**src/rtl/schmitt_trigger_bank.sv**
```systemverilog
// Multi-channel debounce / hysteresis filter.
// Each raw input bit is synchronised. A small per-channel FSM then requires a
// run of consecutive agreeing samples before it changes the filtered level.
// Sampling is paced by a shared prescaler tick.
module schmitt_trigger_bank #(
  parameter int p_channels   = 4,
  parameter int p_rise_count = 5,
  parameter int p_fall_count = 5,
  parameter int p_prescale   = 1
) (
  input  logic                  i_clk,
  input  logic                  i_rst,
  input  logic [p_channels-1:0] i_in,
  output logic [p_channels-1:0] o_out,
  output logic [p_channels-1:0] o_rise,
  output logic [p_channels-1:0] o_fall,
  output logic                  o_ready
);

  localparam int c_max   = (p_rise_count > p_fall_count) ? p_rise_count : p_fall_count;
  localparam int c_cnt_w = $clog2(c_max + 1);
  localparam int c_pre_w = (p_prescale > 1) ? $clog2(p_prescale) : 1;

  localparam logic [c_cnt_w-1:0] c_rise_last = c_cnt_w'(p_rise_count - 1);
  localparam logic [c_cnt_w-1:0] c_fall_last = c_cnt_w'(p_fall_count - 1);
  localparam logic [c_cnt_w-1:0] c_one       = c_cnt_w'(1);
  localparam logic [c_pre_w-1:0] c_pre_last  = c_pre_w'(p_prescale - 1);

  typedef enum logic [2:0] {
    st_start = 3'd0,
    st_low   = 3'd1,
    st_rise  = 3'd2,
    st_high  = 3'd3,
    st_fall  = 3'd4
  } state_t;

  logic [p_channels-1:0] sync_q1;
  logic [p_channels-1:0] sync_s;
  logic [1:0]            primed_q;
  logic [c_pre_w-1:0]    pre_cnt;
  logic                  tick;

  state_t               state_q [p_channels];
  state_t               state_d [p_channels];
  logic [c_cnt_w-1:0]   cnt_q   [p_channels];
  logic [c_cnt_w-1:0]   cnt_d   [p_channels];
  logic [p_channels-1:0] out_d;
  logic [p_channels-1:0] rise_d;
  logic [p_channels-1:0] fall_d;
  logic                  ready_d;

  // Two-flop synchroniser per channel; only sync_s feeds the filter.
  // NOTE: reset here is synchronous and active-high, so it sits inside the
  // clocked branch with top priority instead of in the sensitivity list.
  always_ff @(posedge i_clk) begin
    if (i_rst) begin
      sync_q1 <= '0;
      sync_s  <= '0;
    end else begin
      // NOTE: non-blocking assignments make sync_s take the *old* sync_q1, which
      // is what builds the two-stage chain; blocking here would collapse it.
      sync_q1 <= i_in;
      sync_s  <= sync_q1;
    end
  end

  // The synchroniser is flushed to 0 by reset. START waits until two real
  // samples have been shifted through, so its first decision reflects the
  // actual input and not the reset value.
  always_ff @(posedge i_clk) begin
    if (i_rst) primed_q <= 2'b00;
    else       primed_q <= {primed_q[0], 1'b1};
  end

  // Shared sample-tick prescaler: counts 0..p_prescale-1 and ticks on the last value.
  assign tick = (pre_cnt == c_pre_last);

  always_ff @(posedge i_clk) begin
    if (i_rst)     pre_cnt <= '0;
    else if (tick) pre_cnt <= '0;
    else           pre_cnt <= pre_cnt + c_pre_w'(1);
  end

  // Per-channel next-state, counter, and edge-pulse decode.
  always_comb begin
    // NOTE: every output of this block gets a default before any branch, so
    // no path leaves a value unassigned and no latch is inferred.
    out_d   = '0;
    rise_d  = '0;
    fall_d  = '0;
    ready_d = 1'b1;
    for (int ch = 0; ch < p_channels; ch++) begin
      state_d[ch] = state_q[ch];
      cnt_d[ch]   = cnt_q[ch];
      if (tick) begin
        case (state_q[ch])
          st_start: begin
            if (primed_q[1]) begin
              state_d[ch] = sync_s[ch] ? st_high : st_low;
              cnt_d[ch]   = '0;
            end
          end
          st_low: begin
            cnt_d[ch] = '0;
            if (sync_s[ch]) begin
              if (p_rise_count == 1) begin
                state_d[ch] = st_high;
                rise_d[ch]  = 1'b1;
              end else begin
                state_d[ch] = st_rise;
                cnt_d[ch]   = c_one;
              end
            end
          end
          st_rise: begin
            if (!sync_s[ch]) begin
              state_d[ch] = st_low;
              cnt_d[ch]   = '0;
            end else if (cnt_q[ch] == c_rise_last) begin
              state_d[ch] = st_high;
              cnt_d[ch]   = '0;
              rise_d[ch]  = 1'b1;
            end else begin
              cnt_d[ch] = cnt_q[ch] + c_one;
            end
          end
          st_high: begin
            cnt_d[ch] = '0;
            if (!sync_s[ch]) begin
              if (p_fall_count == 1) begin
                state_d[ch] = st_low;
                fall_d[ch]  = 1'b1;
              end else begin
                state_d[ch] = st_fall;
                cnt_d[ch]   = c_one;
              end
            end
          end
          st_fall: begin
            if (sync_s[ch]) begin
              state_d[ch] = st_high;
              cnt_d[ch]   = '0;
            end else if (cnt_q[ch] == c_fall_last) begin
              state_d[ch] = st_low;
              cnt_d[ch]   = '0;
              fall_d[ch]  = 1'b1;
            end else begin
              cnt_d[ch] = cnt_q[ch] + c_one;
            end
          end
          default: begin
            state_d[ch] = st_start;
            cnt_d[ch]   = '0;
          end
        endcase
      end
      out_d[ch] = (state_d[ch] == st_high) || (state_d[ch] == st_fall);
      if (state_d[ch] == st_start) ready_d = 1'b0;
    end
  end

  // Channel state and counters, plus registered outputs that follow the new state.
  always_ff @(posedge i_clk) begin
    if (i_rst) begin
      for (int ch = 0; ch < p_channels; ch++) begin
        state_q[ch] <= st_start;
        cnt_q[ch]   <= '0;
      end
      o_out   <= '0;
      o_rise  <= '0;
      o_fall  <= '0;
      o_ready <= 1'b0;
    end else begin
      for (int ch = 0; ch < p_channels; ch++) begin
        state_q[ch] <= state_d[ch];
        cnt_q[ch]   <= cnt_d[ch];
      end
      o_out   <= out_d;
      o_rise  <= rise_d;
      o_fall  <= fall_d;
      o_ready <= ready_d;
    end
  end

endmodule
```
**config.mk**
```make
export PLATFORM = sky130hd
export DESIGN_NAME = schmitt_trigger_bank
export DESIGN_NICKNAME = d
export VERILOG_FILES = /design/src/rtl/schmitt_trigger_bank.sv
export SDC_FILE = /design/constraint.sdc
export NUM_CORES = 1
export LEC_CHECK = 0
export ABC_CLOCK_PERIOD_IN_PS = 2600
export CORE_ASPECT_RATIO = 2
export CORE_MARGIN = 2
export CORE_UTILIZATION = 50
export DETAILED_ROUTE_END_ITERATION = 8
export PLACE_DENSITY_LB_ADDON = 0.2
export REMOVE_ABC_BUFFERS = 1
export SLEW_MARGIN = 20
export SYNTH_ARGS = -nofsm -noshare
export SYNTH_HDL_FRONTEND = slang
export SYNTH_SLANG_ARGS = --single-unit
```
**constraint.sdc**
```tcl
create_clock -name i_clk -period 2.6 [get_ports i_clk]
set_clock_uncertainty 0.05 [all_clocks]
set_input_delay 0.52 -clock i_clk [delete_from_list [all_inputs] [get_ports i_clk]]
set_output_delay 0.52 -clock i_clk [all_outputs]
set_load 0.01 [all_outputs]
```
# Yosys cells after proc, flatten, opt, wreduce, memory -nomap -nowiden
# Memory sizes are Yosys's and may differ from the RTL's.
# Index checks and enable logic that the tools add are counted.
dict set report totals {
  regBits 24
  ramBits 24
  in_bits 6
  word_cells 182
  memories 2
  output_inout_bits 13
}
dict set report op_classes {
  n_reduce_logical 22
  n_eq_ne 28
  n_bitwise 21
  muxes 89
  add_sub_neg 5
}
# memory words word_bits read_ports rd_clocked_by_memory_dff write_ports line_no
set memory_table {}
lappend memory_table {cnt_q 4 3 4 0 4 45} ;# logic [c_cnt_w-1:0] cnt_q [p_channels];
lappend memory_table {state_q 4 3 4 0 4 43} ;# state_t state_q [p_channels];
# operator count
set ops {}
lappend ops {{$mux W3} 60}
lappend ops {{$pmux W3 S5} 8}
lappend ops {{$eq A3 B2 Y1 const B} 12}
lappend ops {{$eq A3 B3 Y1 const B} 12}
lappend ops {{$reduce_or A4 Y1} 9}
lappend ops {{$logic_not A3 Y1} 8}
lappend ops {{$mux W1} 17}
lappend ops {{$not A1 Y1} 13}
lappend ops {{$add A3 B1 Y3 const B} 4}
lappend ops {{$eq A3 B1 Y1 const B} 4}
lappend ops {{$mux W2} 4}
lappend ops {{$or A1 B1 Y1} 8}
lappend ops {{$logic_or A1 B1 Y1} 4}
lappend ops {{$reduce_or A2 Y1} 1}
lappend ops {{$add A1 B1 Y1 const B} 1}

# Longest topological paths before layout
# Gate-level depths: netlist of run 1.
# An unclocked memory read counts as a cell.
dict set report depth {
  word_depth 8
  mapped_depth 7
  depth_no_buf 7
}

# Least setup slack after synthesis of run 1
# OpenSTA, ideal clock, no wires.
dict set report synth_path {
  path_kind {reg2reg}
  startpoint {mem cnt_q[2][0] (netlist bit)}
  endpoint {reg o_out[2]}
  setup_ns 0.070
  required_ns 2.480
  synth_period_minus_slack_ns 1.748
  setup_slack_ns 0.852
  path_stages_with_launch 8
  arrival_time_ns 1.628
  n_path_buf 0
  cell_sequence {dfxtp_1 > inv_1 > ha_1 > nand3_1 > a311oi_2 > o221ai_2 > or3_1 > a21oi_1}
}
# element line_no
set synth_lines {}
lappend synth_lines {{from (decl)} 45}
lappend synth_lines {{to (signal assigned)} 178} ;# o_out <= out_d;
lappend synth_lines {{to (decl)} 14} ;# output logic [p_channels-1:0] o_out,

==> results by group, run 1 <==
Die
  • Die area: around 0.0058 sq mm
  • IO Count: 19
  • Overall die width: about 55 um
  • Effective utilization at floorplan: between 50% and 60%
  • Area of the placeable core: between 0.005 and 0.006 sq mm
  • Height of the die: between 100 and 150 um
  • Site row count: 37

Global route
  • Global route overflow: 0
  • Number of global-route vias before repair: 2222
  • Antenna violations before repair: 0
  • Aggregate global-route resource usage: between 20% and 30%
  • Wire length of the first global-routing pass: ~9600 um
  • Largest net degree at the start of global routing: 20

Yosys
  • Synth Area in XOR/XNOR: 0%
  • Yosys warns: 0
  • Mean area per synthesized cell: 8.36 sq um
  • Combined area of all synthesized cells: between 0.002 and 0.003 sq mm
  • Flip-flop and latch count after synthesis: 48
  • Area fraction of the dominant cell type after synthesis: a little under two fifths
  • Most common cell in the synthesized netlist: dfxtp_1
  • Multiplexer area fraction after synthesis: less than 1%
  • Count of flip-flops with a built-in enable after synthesis: 0
  • Synth Area in Simple Gates: a little under a third
  • Area contributors post-synth: dfxtp_1, a21oi_1, ha_1, nor2b_1, nor2_1
  • Async SR Flop Fraction: 0%
  • Number of different library cells in the post-synthesis netlist: between 50 and 60
  • Main combinational cell family by area after synthesis: simple AND/OR/NAND/NOR gates
  • Portion of the post-synthesis area used by sequential elements: between 30% and 40%
  • Synthesized instance count: between 300 and 400
  • Cell taking the most area after synthesis: dfxtp_1
  • Leading post-synthesis cells by instance count: dfxtp_1, a21oi_1, nor2_1, nand3_1
  • Most used flip-flop cell after synthesis: dfxtp_1
  • Post-synthesis adder-cell area fraction: 3.84%
  • Compound-cell area share of the yosys netlist: 21.5%

Worst hold path
  • Worst min-delay path category: flop to flop
  • Hold path start: sync_q1[3]

Pwr
  • Leakage component of the power: ~1.0 nW
  • Worst IR Drop VDD: between 0.7 and 0.8 mV
  • Power density over the cells: about 560 mW/mm^2

STA
  • Maximum operating frequency: a little over 500 MHz
  • Final worst hold slack: approximately 380 ps
  • Worst-Margin Slew: slightly below 600 ps
  • Final setup vio count: 0
  • Setup TNS Final: 0 ps
  • Hold violation total from the final report: 0
  • Number of max-slew violations in the final report: 0
  • Time the final worst path needs with I/O delays and setup: a little under 2000 ps
  • Remaining max-slew budget at the tightest pin: 60.4%
  • Post-route fraction of the period consumed by the critical path: about three quarters
  • Setup repair after global routing missed its margin: no

Detailed routing
  • Vias: roughly 2300
  • WL final: 5670 um
  • Drt initial violations: 64
  • Via/cell ratio: between 6 and 7
  • Mean routed wirelength per cell: between 15 and 20 um
  • Antenna viol nets, final: 0
  • Remaining DRCs: 0
  • First-pass iteration count of the detailed router: 4

Status
  • Run status: completed

Finish
  • Total of fill cells in the finished design: 481
  • Relative area change from synthesis to final layout: 11.1%
  • Total number of nets in the final design: 332
  • Diode insertion count for antenna repair: 0
  • Layout cell share with drive strength beyond 1: 7.55%
  • Final core occ: 56.9%

Job
  • Maxcap violations: 0

Clock tree
  • Skew-Pair Late Insertion Delay: approximately 310 ps
  • # Post-CTS Setup Buffers: 0
  • Clock slew at reported path FFs: about 90 ps
  • Number of clock buffers inserted by TritonCTS: 5
  • Clock root buffer master: clkbuf_8
  • Number of hold buffers added after cts: 0
  • Max Buffers Root-to-Sink: 2
  • Clock sink total: 48
  • H-tree depth: 2
  • Post-cts gate resize count: 0
  • TritonCTS clock tree: built

Placement
  • Number of port buffers: 18
  • GP Congestion: just over 0.8
  • Hpwl dp: approximately 4000 um

Worst setup path
  • Critical path arrival: 2130 ps
  • Type of the worst setup path: flop to flop
  • Critical path endpoint category: flop
  • Critical path peak fanout: 6
  • Worst EP required: around 2800 ps
  • Timing startpoint of the critical path: cnt_q[2][0]
  • Critical path startpoint category: flop
  • Startpoint of the most critical register-to-register path: cnt_q[2][0]
[metal layers]
layer / track usage (%) / up-vias / share of wire [%]
li1: - / 1143 / -
met1: 23.5 / 1103 / 39
met2: 38.9 / 45 / 56
met3: 4.07 / 8 / 3.3
met4: 10.6 / 0 / 2.0
met5: 0 / - / 0
[metrics by stage]
stage                     power [W]  std cells  setup WS, ps  cell area (sq um)
after CTS                   0.00165        376           636               2900
final                       0.00163        376           665               2900
after detailed placement    0.00101        369           645               2770
after global routing        0.00171        376           485               2900
after global placement      0.00101        369           673               2770
after floorplan            0.000942        288           412               2480
[state kept, by name (all words and copies together), names as in the netlist]
name,cells
cnt_q,12
o_fall,4
o_out,4
o_ready,1
o_rise,4
pre_cnt,1
primed_q,2
state_q,12
sync_q1,4
sync_s,4
[worst max-delay path, stage by stage (launching register included)]
cell and delay (ps):
dfxtp_1 330, inv_1 80, ha_1 280, nand3_1 140
a311oi_2 300, o221ai_2 170, or3_1 390, a21oi_1 130
[where the power goes]
part,internal [W],total [W],switching (W)
logic,0.0000845,0.000190,0.000106
registers,0.000760,0.000805,0.0000451
clock network,0.000379,0.000634,0.000256
total,0.00122,0.00163,0.000407
[logic make-up (layout without fill, tap and decap cells)]
logic type                 Yosys count  after routing
muxes                                1              1
other                                1              1
adders and majority gates            8              8
and+or+nand+nor                    135            135
DFF                                 48             48
buffers and inverters               39             45
AOI/OAI and AO/OA                   80             80
[final timing paths]
kind          endpoint  slack [ps]  cells past startpoint
max reg2reg   o_out[2]         670                      7
max           o_out[2]         670                      7
min          sync_s[3]         380                      1
min reg2reg  sync_s[3]         380                      1
[cell type report]
cell class	instances	area, sq um	area share, %
clock buffers	5	68.8	2.37
clock inverters	2	60.1	2.07
inverters	15	56.3	1.94
multi-input cells	225	1460	50.5
flip-flops and latches	48	961	33.1
well taps	58	72.6	2.50
repair buffers	23	218	7.51
[layout by cell type, fill, tap and decap left out, drive strengths merged, types with 6 or more instances in the layout]
| cell type | instances |
|---|---|
| dfxtp | 48 |
| a31oi | 6 |
| nor3b | 7 |
| nor3 | 11 |
| ha | 8 |
| nand2b | 6 |
| inv | 15 |
| nor2b | 15 |
| nand3 | 17 |
| o21ai | 10 |
| nand2 | 15 |
| a21oi | 27 |
| o221ai | 7 |
| a211oi | 6 |
| nor2 | 24 |
| clkdlybuf4s50 | 18 |
(Power assumes the default switching activity.)
==> inputs of run 2 (changes only) <==
--- a/config.mk
+++ b/config.mk
@@ -5,7 +5,7 @@
 export SDC_FILE = /design/constraint.sdc
 export NUM_CORES = 1
 export LEC_CHECK = 0
-export ABC_CLOCK_PERIOD_IN_PS = 2600
+export ABC_CLOCK_PERIOD_IN_PS = 1600
 export CORE_ASPECT_RATIO = 2
 export CORE_MARGIN = 2
 export CORE_UTILIZATION = 50
==> constraint.sdc (replaced) <==
create_clock -name i_clk -period 1.6 [get_ports i_clk]
set_clock_uncertainty 0.05 [all_clocks]
set_input_delay 0.32 -clock i_clk [delete_from_list [all_inputs] [get_ports i_clk]]
set_output_delay 0.32 -clock i_clk [all_outputs]
set_load 0.01 [all_outputs]
==> run 2 against run 1 <==
Effect of this change: the flow now finishes with violations (negative setup slack); sequential power increased by 60%; flip-flop and latch count unchanged; non-clock buffer count up 103.
==> results by group, run 2 (synthesized netlist as in run 1, its figures left out) <==
Status
  • Run status: finished, violations left (was completed)
  • Violations in the final reports: negative setup slack

Detailed routing
  • Vias: 2843 (was 2299)
  • Antenna viol nets, final: 0 (unchanged)
  • Drt initial violations: 73 (was 64)
  • Via/cell ratio: 5.92 (was 6.11)
  • WL final: 8520 um (was 5670 um)
  • Remaining DRCs: 0 (unchanged)
  • Mean routed wirelength per cell: 17.7 um (was 15.1 um)
  • First-pass iteration count of the detailed router: 4 (unchanged)

Clock tree
  • H-tree depth: 2 (unchanged)
  • Clock slew at reported path FFs: 90 ps (about the same)
  • Clock root buffer master: clkbuf_8 (unchanged)
  • TritonCTS clock tree: built (unchanged)
  • Number of clock buffers inserted by TritonCTS: 5 (unchanged)
  • Max Buffers Root-to-Sink: 2 (unchanged)
  • Skew-Pair Late Insertion Delay: 310 ps (about the same)
  • Number of hold buffers added after cts: 0 (unchanged)
  • Clock sink total: 48 (unchanged)

Worst setup path
  • Worst EP required: 1800 ps (was 2790 ps)
  • Critical path arrival: 1980 ps (was 2130 ps)
  • Critical path startpoint category: flop (unchanged)
  • Startpoint of the most critical register-to-register path: cnt_q[1][0] (was cnt_q[2][0])
  • Critical path endpoint category: flop (unchanged)
  • Critical Path Max Stage Delay: 500 ps (was 390 ps)
  • Critical path peak fanout: 3 (was 6)
  • Type of the worst setup path: flop to flop (unchanged)
  • Worst path bufs/invs: 1 (unchanged)
  • Register-to-Register Path Depth: 7 (unchanged)
  • Cell family with the largest share of critical-path delay: compound AO/OA/AOI/OAI gates (unchanged)
  • FF-to-FF End: o_out[1] (was o_out[2])
  • Number of stages on the worst setup path: 7 (unchanged)
  • Reg-to-reg slack, setup: -180 ps (was 670 ps)
  • Worst-path cell chain: inv_2 > ha_4 > a21oi_4 > o31ai_2 > a31oi_2 > or4_4 > a21oi_2 (was inv_1 > ha_1 > nand3_1 > a311oi_2 > o221ai_2 > or3_1 > a21oi_1)
  • Cell with the biggest individual delay on the critical path: or4_4 (was or3_1)

STA
  • Smallest setup slack after layout: -183 ps (was 665 ps)
  • Number of max-slew violations in the final report: 0 (unchanged)
  • Maximum operating frequency: 561 MHz (was 517 MHz)
  • Hold violation total from the final report: 0 (unchanged)
  • Post-route fraction of the period consumed by the critical path: 111% (was 74.4%)
  • Final worst hold slack: 395 ps (was 384 ps)
  • Setup TNS Final: -607 ps (was 0 ps)
  • Setup repair after global routing missed its margin: yes (was no)
  • Final setup vio count: 7 (was 0)
  • Time the final worst path needs with I/O delays and setup: 1780 ps (was 1930 ps)

Die
  • Die area: 0.00585 sq mm (unchanged)
  • IO Count: 19 (unchanged)
  • Effective utilization at floorplan: 51.2% (unchanged)
  • Overall die width: 55.1 um (unchanged)
  • Site row count: 37 (unchanged)
  • Height of the die: 106 um (unchanged)
  • Area of the placeable core: 0.00509 sq mm (unchanged)

Finish
  • Most used cells in the layout excluding fill and tap cells: buf_4, dfxtp_1, nor2_1, a21oi_1, clkdlybuf4s50_1 (was dfxtp_1, a21oi_1, nor2_1, clkdlybuf4s50_1, nand3_1)
  • Diode insertion count for antenna repair: 0 (unchanged)
  • Leading cell type in the layout, fill and taps excluded: buf_4 (was dfxtp_1)
  • Relative area change from synthesis to final layout: 59.1% (was 11.1%)
  • Biggest registers after layout: cnt_q (12), state_q (12) (unchanged)
  • Total number of nets in the final design: 435 (was 332)
  • Layout Cells excl Fill: 480 (was 376)
  • Layout cell share with drive strength beyond 1: 52.1% (was 7.55%)

Worst hold path
  • Worst min-delay path category: flop to flop (unchanged)
  • Instance count along the most critical hold path: 1 (unchanged)
  • Hold path start: sync_q1[3] (unchanged)
  • Capture endpoint of the worst hold path: sync_s[3] (unchanged)

Global route
  • Global route overflow: 0 (unchanged)
  • Wire length of the first global-routing pass: 12300 um (was 9610 um)
  • Largest net degree at the start of global routing: 16 (was 20)
  • Global Route met1 Usage: 29.1% (was 23.5%)
  • Antenna violations before repair: 0 (unchanged)
  • Global-route track usage on met3: 4.92% (was 4.07%)
  • Global route hottest layer: met2 (unchanged)
  • Number of global-route vias before repair: 2779 (was 2222)
  • Aggregate global-route resource usage: 28.3% (was 22.1%)
  • Grt met2 use: 49.9% (was 38.9%)

Placement
  • GP Congestion: 0.911 (was 0.811)
  • Total instance count after detailed placement: 454 (was 369)
  • Number of port buffers: 18 (unchanged)
  • Hpwl dp: 5230 um (was 4010 um)

Pwr
  • Power density over the cells: 692 mW/mm^2 (was 562 mW/mm^2)
  • Worst IR Drop VDD: 0.923 mV (was 0.741 mV)
  • Leakage component of the power: 1.67 nW (was 1.02 nW)

Job
  • Maxcap violations: 0 (unchanged)
[run 2: per-stage QoR]
stage,total power (W),instance area [sq um],utilization (%),setup slack [ps]
after global placement,0.00181,3420,67.2,-155
after floorplan,0.00153,2480,-,-588
after detailed placement,0.00183,3420,67.2,-190
after global routing,0.00298,4150,81.5,-236
final,0.00287,4150,81.5,-183
after CTS,0.00277,3810,74.9,-143
[run 2: what timing repair did]
item                                    CTS  global route
endpoints found under the setup margin   17            22
pin swaps                                29            35
setup buffers                            11            10
resized for setup                        65            65
[run 2: cell type report]
| class | instances | area, sq um |
|---|---|---|
| clock buffer | 6 | 72.6 |
| timing repair buffer | 126 | 1050 |
| inverter | 15 | 56.3 |
| fill | 310 | 942 |
| sequential | 48 | 1010 |
| multi-input combinational | 225 | 1850 |
| clock inverter | 2 | 35.0 |
| tap | 58 | 72.6 |
[run 2: how the worst max path moves through the flow]
stage / from / endpoint / slack, ps
after floorplan: pre_cnt / o_out[1] / -590
after global placement: cnt_q[0][0] / o_out[0] / -160
after detailed placement: cnt_q[1][1] / o_out[1] / -190
after CTS: cnt_q[1][1] / o_out[1] / -140
after global routing: cnt_q[2][0] / o_out[2] / -240
final: cnt_q[1][0] / o_out[1] / -180
[run 2: report_power, final]
part / total (W) / switching (W) / internal (W)
Combinational: 0.000696 / 0.000324 / 0.000373
Sequential: 0.00129 / 0.0000580 / 0.00123
Clock: 0.000886 / 0.000422 / 0.000464
[run 2: layer usage]
| layer | vias to the layer above | routed length (um) |
|---|---|---|
| met5 | - | 0 |
| met4 | 0 | 386 |
| met3 | 32 | 200 |
| met2 | 53 | 4760 |
| met1 | 1414 | 3170 |
| li1 | 1344 | - |
